==> config.mk <==
export PLATFORM = sky130hd
export DESIGN_NAME = axi_result_writer
export DESIGN_NICKNAME = d
export VERILOG_FILES = /design/src/rtl/axi_result_writer.sv
export SDC_FILE = /design/constraint.sdc
export NUM_CORES = 1
export LEC_CHECK = 0
export BUFFER_PORTS_ARGS = -buffer_cell sky130_fd_sc_hd__buf_2
export CORE_MARGIN = 2
export CORE_UTILIZATION = 35
export DETAILED_ROUTE_END_ITERATION = 10
export GPL_TIMING_DRIVEN = 0
export HOLD_SLACK_MARGIN = 0.06
export SYNTH_ARGS = -nofsm -noshare
export SYNTH_HDL_FRONTEND = slang
export SYNTH_SLANG_ARGS = --single-unit
==> constraint.sdc <==
create_clock -name clk -period 3.4 [get_ports clk]
set_input_delay 0 -clock clk [delete_from_list [all_inputs] [get_ports clk]]
set_output_delay 0 -clock clk [all_outputs]
set_load 0.05 [all_outputs]
==> src/rtl/axi_result_writer.sv <==
// axi_result_writer
// Takes one 64-bit result row (eight bytes of C[row][*]) and writes it to the
// result matrix in memory as a single two-beat, 32-bit AXI INCR write burst.
// Only one row is held at a time; the block is ready again only after the
// write response has been collected and done has pulsed.
module axi_result_writer #(
  parameter logic [11:0] BASE_ADDR = 12'd0
) (
  input  logic        clk,
  input  logic        rst,

  input  logic        in_valid,
  output logic        in_ready,
  input  logic [2:0]  in_row,
  input  logic [63:0] in_data,

  output logic        busy,
  output logic        done,
  output logic        error,

  output logic [11:0] m_axi_awaddr,
  output logic [7:0]  m_axi_awlen,
  output logic [2:0]  m_axi_awsize,
  output logic [1:0]  m_axi_awburst,
  output logic [3:0]  m_axi_awcache,
  output logic        m_axi_awlock,
  output logic [2:0]  m_axi_awprot,
  output logic        m_axi_awvalid,
  input  logic        m_axi_awready,

  output logic [31:0] m_axi_wdata,
  output logic [3:0]  m_axi_wstrb,
  output logic        m_axi_wlast,
  output logic        m_axi_wvalid,
  input  logic        m_axi_wready,

  input  logic [1:0]  m_axi_bresp,
  input  logic        m_axi_bvalid,
  output logic        m_axi_bready
);

  typedef enum logic [2:0] {
    IDLE,
    ADDR,
    DATA,
    RESP,
    DONE
  } state_t;

  state_t      state_q;
  logic [2:0]  row_q;
  logic [63:0] data_q;
  logic        beat_q;
  logic        awvalid_q;
  logic        wvalid_q;
  logic        wlast_q;
  logic        bready_q;
  logic        busy_q;
  logic        done_q;
  logic        error_q;

  // Burst shape is fixed: two 4-byte beats, incrementing, all bytes enabled.
  assign m_axi_awlen   = 8'd1;
  assign m_axi_awsize  = 3'b010;
  assign m_axi_awburst = 2'b01;
  assign m_axi_awcache = 4'b0011;
  assign m_axi_awlock  = 1'b0;
  assign m_axi_awprot  = 3'b000;
  assign m_axi_wstrb   = 4'hF;

  // Each row is 8 bytes, so the row index becomes byte offset row*8; the add
  // is 12 bits wide so addresses past the top of the window wrap around.
  assign m_axi_awaddr = BASE_ADDR + {6'd0, row_q, 3'd0};

  // Low word goes out first, high word second; data_q and beat_q only change
  // on a handshake, so the beat on the bus is stable while the slave stalls.
  assign m_axi_wdata = beat_q ? data_q[63:32] : data_q[31:0];

  // Ready is withheld while reset is asserted and comes up as soon as it drops.
  assign in_ready = (state_q == IDLE) && !rst;

  assign m_axi_awvalid = awvalid_q;
  assign m_axi_wvalid  = wvalid_q;
  assign m_axi_wlast   = wlast_q;
  assign m_axi_bready  = bready_q;
  assign busy          = busy_q;
  assign done          = done_q;
  assign error         = error_q;

  // Transaction sequencer: every AXI-facing control output is a register that
  // is set or cleared on the same edge as the state change it belongs to.
  always_ff @(posedge clk or posedge rst) begin
    if (rst) begin
      state_q   <= IDLE;
      row_q     <= 3'd0;
      data_q    <= 64'd0;
      beat_q    <= 1'b0;
      awvalid_q <= 1'b0;
      wvalid_q  <= 1'b0;
      wlast_q   <= 1'b0;
      bready_q  <= 1'b0;
      busy_q    <= 1'b0;
      done_q    <= 1'b0;
      error_q   <= 1'b0;
    end else begin
      done_q <= 1'b0;
      case (state_q)
        IDLE: begin
          if (in_valid) begin
            row_q     <= in_row;
            data_q    <= in_data;
            beat_q    <= 1'b0;
            error_q   <= 1'b0;
            awvalid_q <= 1'b1;
            busy_q    <= 1'b1;
            state_q   <= ADDR;
          end
        end
        ADDR: begin
          if (m_axi_awready) begin
            awvalid_q <= 1'b0;
            wvalid_q  <= 1'b1;
            wlast_q   <= 1'b0;
            beat_q    <= 1'b0;
            state_q   <= DATA;
          end
        end
        DATA: begin
          if (m_axi_wready) begin
            if (!beat_q) begin
              beat_q  <= 1'b1;
              wlast_q <= 1'b1;
            end else begin
              wvalid_q <= 1'b0;
              wlast_q  <= 1'b0;
              bready_q <= 1'b1;
              state_q  <= RESP;
            end
          end
        end
        RESP: begin
          if (m_axi_bvalid) begin
            bready_q <= 1'b0;
            error_q  <= (m_axi_bresp != 2'b00);
            done_q   <= 1'b1;
            state_q  <= DONE;
          end
        end
        DONE: begin
          busy_q  <= 1'b0;
          state_q <= IDLE;
        end
        default: begin
          awvalid_q <= 1'b0;
          wvalid_q  <= 1'b0;
          wlast_q   <= 1'b0;
          bready_q  <= 1'b0;
          busy_q    <= 1'b0;
          state_q   <= IDLE;
        end
      endcase
    end
  end

endmodule

# After elaboration in Yosys (flattened, before gate mapping)
# Cells that the tools add are included.
# classes
n_eq_ne	9
n_mux	29
bitwise_logic	4
n_reduce_logical	19
# ops
op	n
$mux W32	1
$mux W1	15
$mux W3	5
$pmux W1 S3	5
$pmux W3 S4	1
$reduce_and A4 Y1	3
$reduce_or A3 Y1	4
$ne A2 B2 Y1 const B	5
$reduce_and A3 Y1	3
$eq A3 B2 Y1 const B	2
$reduce_and A5 Y1	1
$not A1 Y1	4
$pmux W1 S2	2
$reduce_and A2 Y1	2
$reduce_bool A2 Y1	2
$eq A3 B1 Y1 const B	1
$eq A3 B3 Y1 const B	1
$logic_not A3 Y1	1
$reduce_bool A3 Y1	1
$logic_and A1 B1 Y1	1
$logic_not A1 Y1	1
# totals
regBits	78
inputBits	75

# Logic depth before layout (Yosys ltp)
# depth
word_depth	4
depth_mapped	4

# Worst setup path after synthesis
# Ideal clock, no wire load.
# synth_timing
kind	reg-to-output
from	register state_q[0]
to	output port in_ready
arrival_time_ns	2.179
required_ns	3.400
slack_ns	1.221
stages_incl_launch_ff	3
n_path_buf	1
path_cell_list	dfrtp_1 -> clkbuf_1 -> nor4_1
# synth_via
elab_chain_len	2
# synth_lines
item	line	rtl
start, declared	50	state_t state_q;
start signal, assigned	94	state_q <= IDLE;
start signal, assigned	116	state_q <= ADDR;
start signal, assigned	125	state_q <= DATA;
$logic_not A3 Y1	80	assign in_ready = (state_q == IDLE) && !rst;
$logic_and A1 B1 Y1	80	
end, declared	13	output logic in_ready,
# Every way passes these cells.

# Worst setup path in the final report
# layout_timing
from	register beat_q
to	output port m_axi_wdata[24]
# layout_via
elab_chain_len	1
# layout_lines
item	line	rtl
start, declared	53	logic beat_q;
start signal, assigned	97	beat_q <= 1'b0;
start signal, assigned	112	beat_q <= 1'b0;
start signal, assigned	124	beat_q <= 1'b0;
$mux W32	77	assign m_axi_wdata = beat_q ? data_q[63:32] : data_q[31:0];
end, declared	31	output logic [31:0] m_axi_wdata,
# Every way passes these cells.

==> impl_metrics.tcl <==
set metrics [dict create \
    grt_pass1_wl_mm 13.99 \
    met2_usage_pct 26.65 \
    dp.cells 558 \
    setup_tns_ps 0 \
    pin_count 152 \
    post-cts-setup-buffer-count 0 \
    yosys.area_share.simple_pct 3.673 \
    finalClockSkew_ps 10.34 \
    finalCritPeriodShare_pct 61.32 \
    rsz0062_at_grt "false" \
    area_delta_synth_final_pct 51.09 \
    path_common_cell "buf_2" \
    critPathCaptureType "primary output" \
    postPlaceCellArea_mm2 0.004584 \
    num_rows 37 \
    drc 0 \
    first_pass_iters 4 \
    timing.max_cap.violations 0 \
    crit_path_max_incr_delay_ps 560 \
    ys_seq_area_share_pct 53.06 \
    fmax_mhz 479.6 \
    vias 2799 \
    met1_usage_pct 18.83 \
    clockBufferDepth 2 \
    nets 583 \
    synth_fa_ha_area_share_pct 0 \
    synth-compound-area-share_pct 3.129 \
    tritoncts "built" \
    wl_per_cell_um 13.34 \
    worst_slack_ps 1315 \
    die_area_mm2 0.01135 \
    p_total_mw 5.358 \
    synth_area_leaders "dfrtp_1 53%, mux2_2 28%, buf_4 7.3%, mux2_1 2.8%, a21oi_1 0.82%" \
    wirelength_mm 8.658 \
    busiest_layer "met2" \
    ys_ff_latch 78 \
    critical_path_required_ps 3400 \
    ys_warn_count 0 \
    root_buffer "clkbuf_8" \
    cts_made_buffers 9 \
    maxSlewViolCount 0 \
    vdd_drop_max_v 0.0006295 \
    synth_cell_types 30 \
    place_hpwl_mm 5.769 \
    dp_slack_ps 1441 \
    grt_pass1_vias 2879 \
    min_period_ps 2085 \
    path_class "register to primary output" \
    max_slew.worst_pin.slew_ps 690.6 \
    vias_per_cell 4.313 \
    syn-cell-area_mm2 0.003679 \
    core_mm2 0.01028 \
    syn_inst 272 \
    status "finished, final reports clean" \
    final_cell_mix "123 x buf_2, 90 x mux2_2, 78 x dfrtp_1, 75 x dlygate4sd3_1, 36 x buf_4" \
    worst_setup_path_start_kind "register" \
    grt_max_degree 53 \
    synth_top_area_cell "dfrtp_1" \
    hold_viol 0 \
    clkTransAtPathRegs_ps 80 \
    setup_viol 0 \
    timing.rr.start "state_q[0]" \
    timing.reg2reg.setup_slack_ps 1420 \
    r2r_end "state_q[0]" \
    diodes 0 \
    grt_antenna_before_repair 0 \
    hold_path_class "primary input to asynchronous set/reset pin" \
    synth.avg_cell_area_um2 13.52 \
    synthMuxAreaShare_pct 30.85 \
    relSlewSlack_pct 53.96 \
    stdcell_count 649 \
    insertion_delay_ps 350 \
    yosys.area.top_type_share_pct 53.06 \
    gp_congestion 0.7656 \
    ant_nets 0 \
    cpMaxStageDelayCell "buf_1" \
    synth-xor-area-share_pct 0 \
    p_leak_nw 2.641 \
    final_common_cell "buf_2" \
    worstPathMaxFanout 10 \
    initial_utilization_pct 35.79 \
    synth_top_family_by_area "multiplexers" \
    final_area_mm2 0.005558 \
    grt-ovfl-total 0 \
    path_cells "buf_2, buf_1, mux2_2, buf_2" \
    clkSinkCount 78 \
    die_height_um 106.5 \
    port_buffers 117 \
    power.density_mw_per_mm2 964.1 \
    worst_r2r_path_depth 4 \
    htree_levels 3 \
    die_x_um 106.5 \
    grt_util_all_layers_pct 15.71 \
    drive_gt1_share_pct 52.63 \
    use_met3_pct 5.273 \
    cp.arrival_ps 2080 \
    drtIter0Drc 55 \
]
==> power breakdown <==
group	switching (mW)	internal, mW	total [mW]
sequential	0.226	1.39	1.62
clock	0.348	0.431	0.778
combinational	1.88	1.08	2.96
==> worst max-delay path: cells and delay by family (launching register included) <==
family	cells	cell delay, ps
buffers and inverters	3	990
multiplexers	1	420
flip-flops	1	320
==> logic make-up after synthesis <==
family	Yosys count
AOI/OAI and AO/OA	18
other	2
and+or+nand+nor	22
muxes	101
buffers and inverters	51
DFF	78
==> through the flow <==
| stage | hold WS (ps) | utilization, % |
|---|---|---|
| floorplan | 134.7 | - |
| global placement | 218.2 | 44.31 |
| detailed placement | 22.86 | 44.61 |
| CTS | 179.3 | 54.08 |
| global route | 219.1 | 54.08 |
| finish | 192.5 | 54.08 |
==> sequential cells by signal (all words and copies together), names as in the netlist <==
| register | cells |
|---|---|
| error | 1 |
| done | 1 |
| m_axi_awvalid | 1 |
| state_q | 3 |
| busy | 1 |
| row_q | 3 |
| m_axi_bready | 1 |
| m_axi_wlast | 1 |
| data_q | 64 |
| beat_q | 1 |
| m_axi_wvalid | 1 |
==> synthesized netlist by cell type <==
cell type and instances:
a311oi_1 1, nand2_1 4, mux2i_1 2, dfrtp_1 78
buf_1 3, mux2_2 90, or2_2 2, o21ai_0 3
buf_2 6, conb_1 2, a21o_1 1, o311ai_0 1
clkbuf_1 3, nor2b_1 3, a21oi_1 6, o31ai_1 1
nand2b_1 4, nand3_1 1, nor4b_4 1, a31oi_1 1
o21bai_1 1, nor4_1 1, buf_4 36, or3_1 1
o21a_1 2, nand3b_1 1, inv_1 3, mux2_1 9
o22a_1 1, nor2_1 4
==> repair_timing <==
item | 4_1_cts | 5_1_grt
endpoints found under the hold margin | 154 | 0
hold buffers | 75 | 0
resized for setup | 0 | 0
setup endpoints to repair | 0 | 0
==> how the worst max path moves through the flow <==
stage                from         endpoint  slack [ps]  cells after the start
6_report           beat_q  m_axi_wdata[24]        1320                      4
5_1_grt            beat_q  m_axi_wdata[11]        1190                      4
4_1_cts            beat_q  m_axi_wdata[24]        1210                      4
3_5_place_dp   state_q[0]       data_q[37]        1440                      4
3_3_place_gp          rst       data_q[29]         330                      2
2_1_floorplan  state_q[0]         in_ready        1220                      2
==> final cells by class <==
| cell class | count | area, um2 |
|---|---|---|
| tap | 136 | 170.2 |
| fill | 916 | 4720 |
| clock inverter | 6 | 85.08 |
| multi-input combinational | 175 | 1513 |
| buffer | 48 | 322.8 |
| inverter | 3 | 13.76 |
| clock buffer | 10 | 137.6 |
| sequential | 78 | 1952 |
| timing repair buffer | 193 | 1364 |
==> metal layers <==
layer  vias to the layer above  wire length (um)  part of all wire (%)
met1                      1335              3691                    43
met5                         -                 0                     0
met2                       106              4158                    48
met4                         0                96                   1.1
li1                       1350                 -                     -
met3                         8               712                   8.2
(Power assumes the default switching activity.)
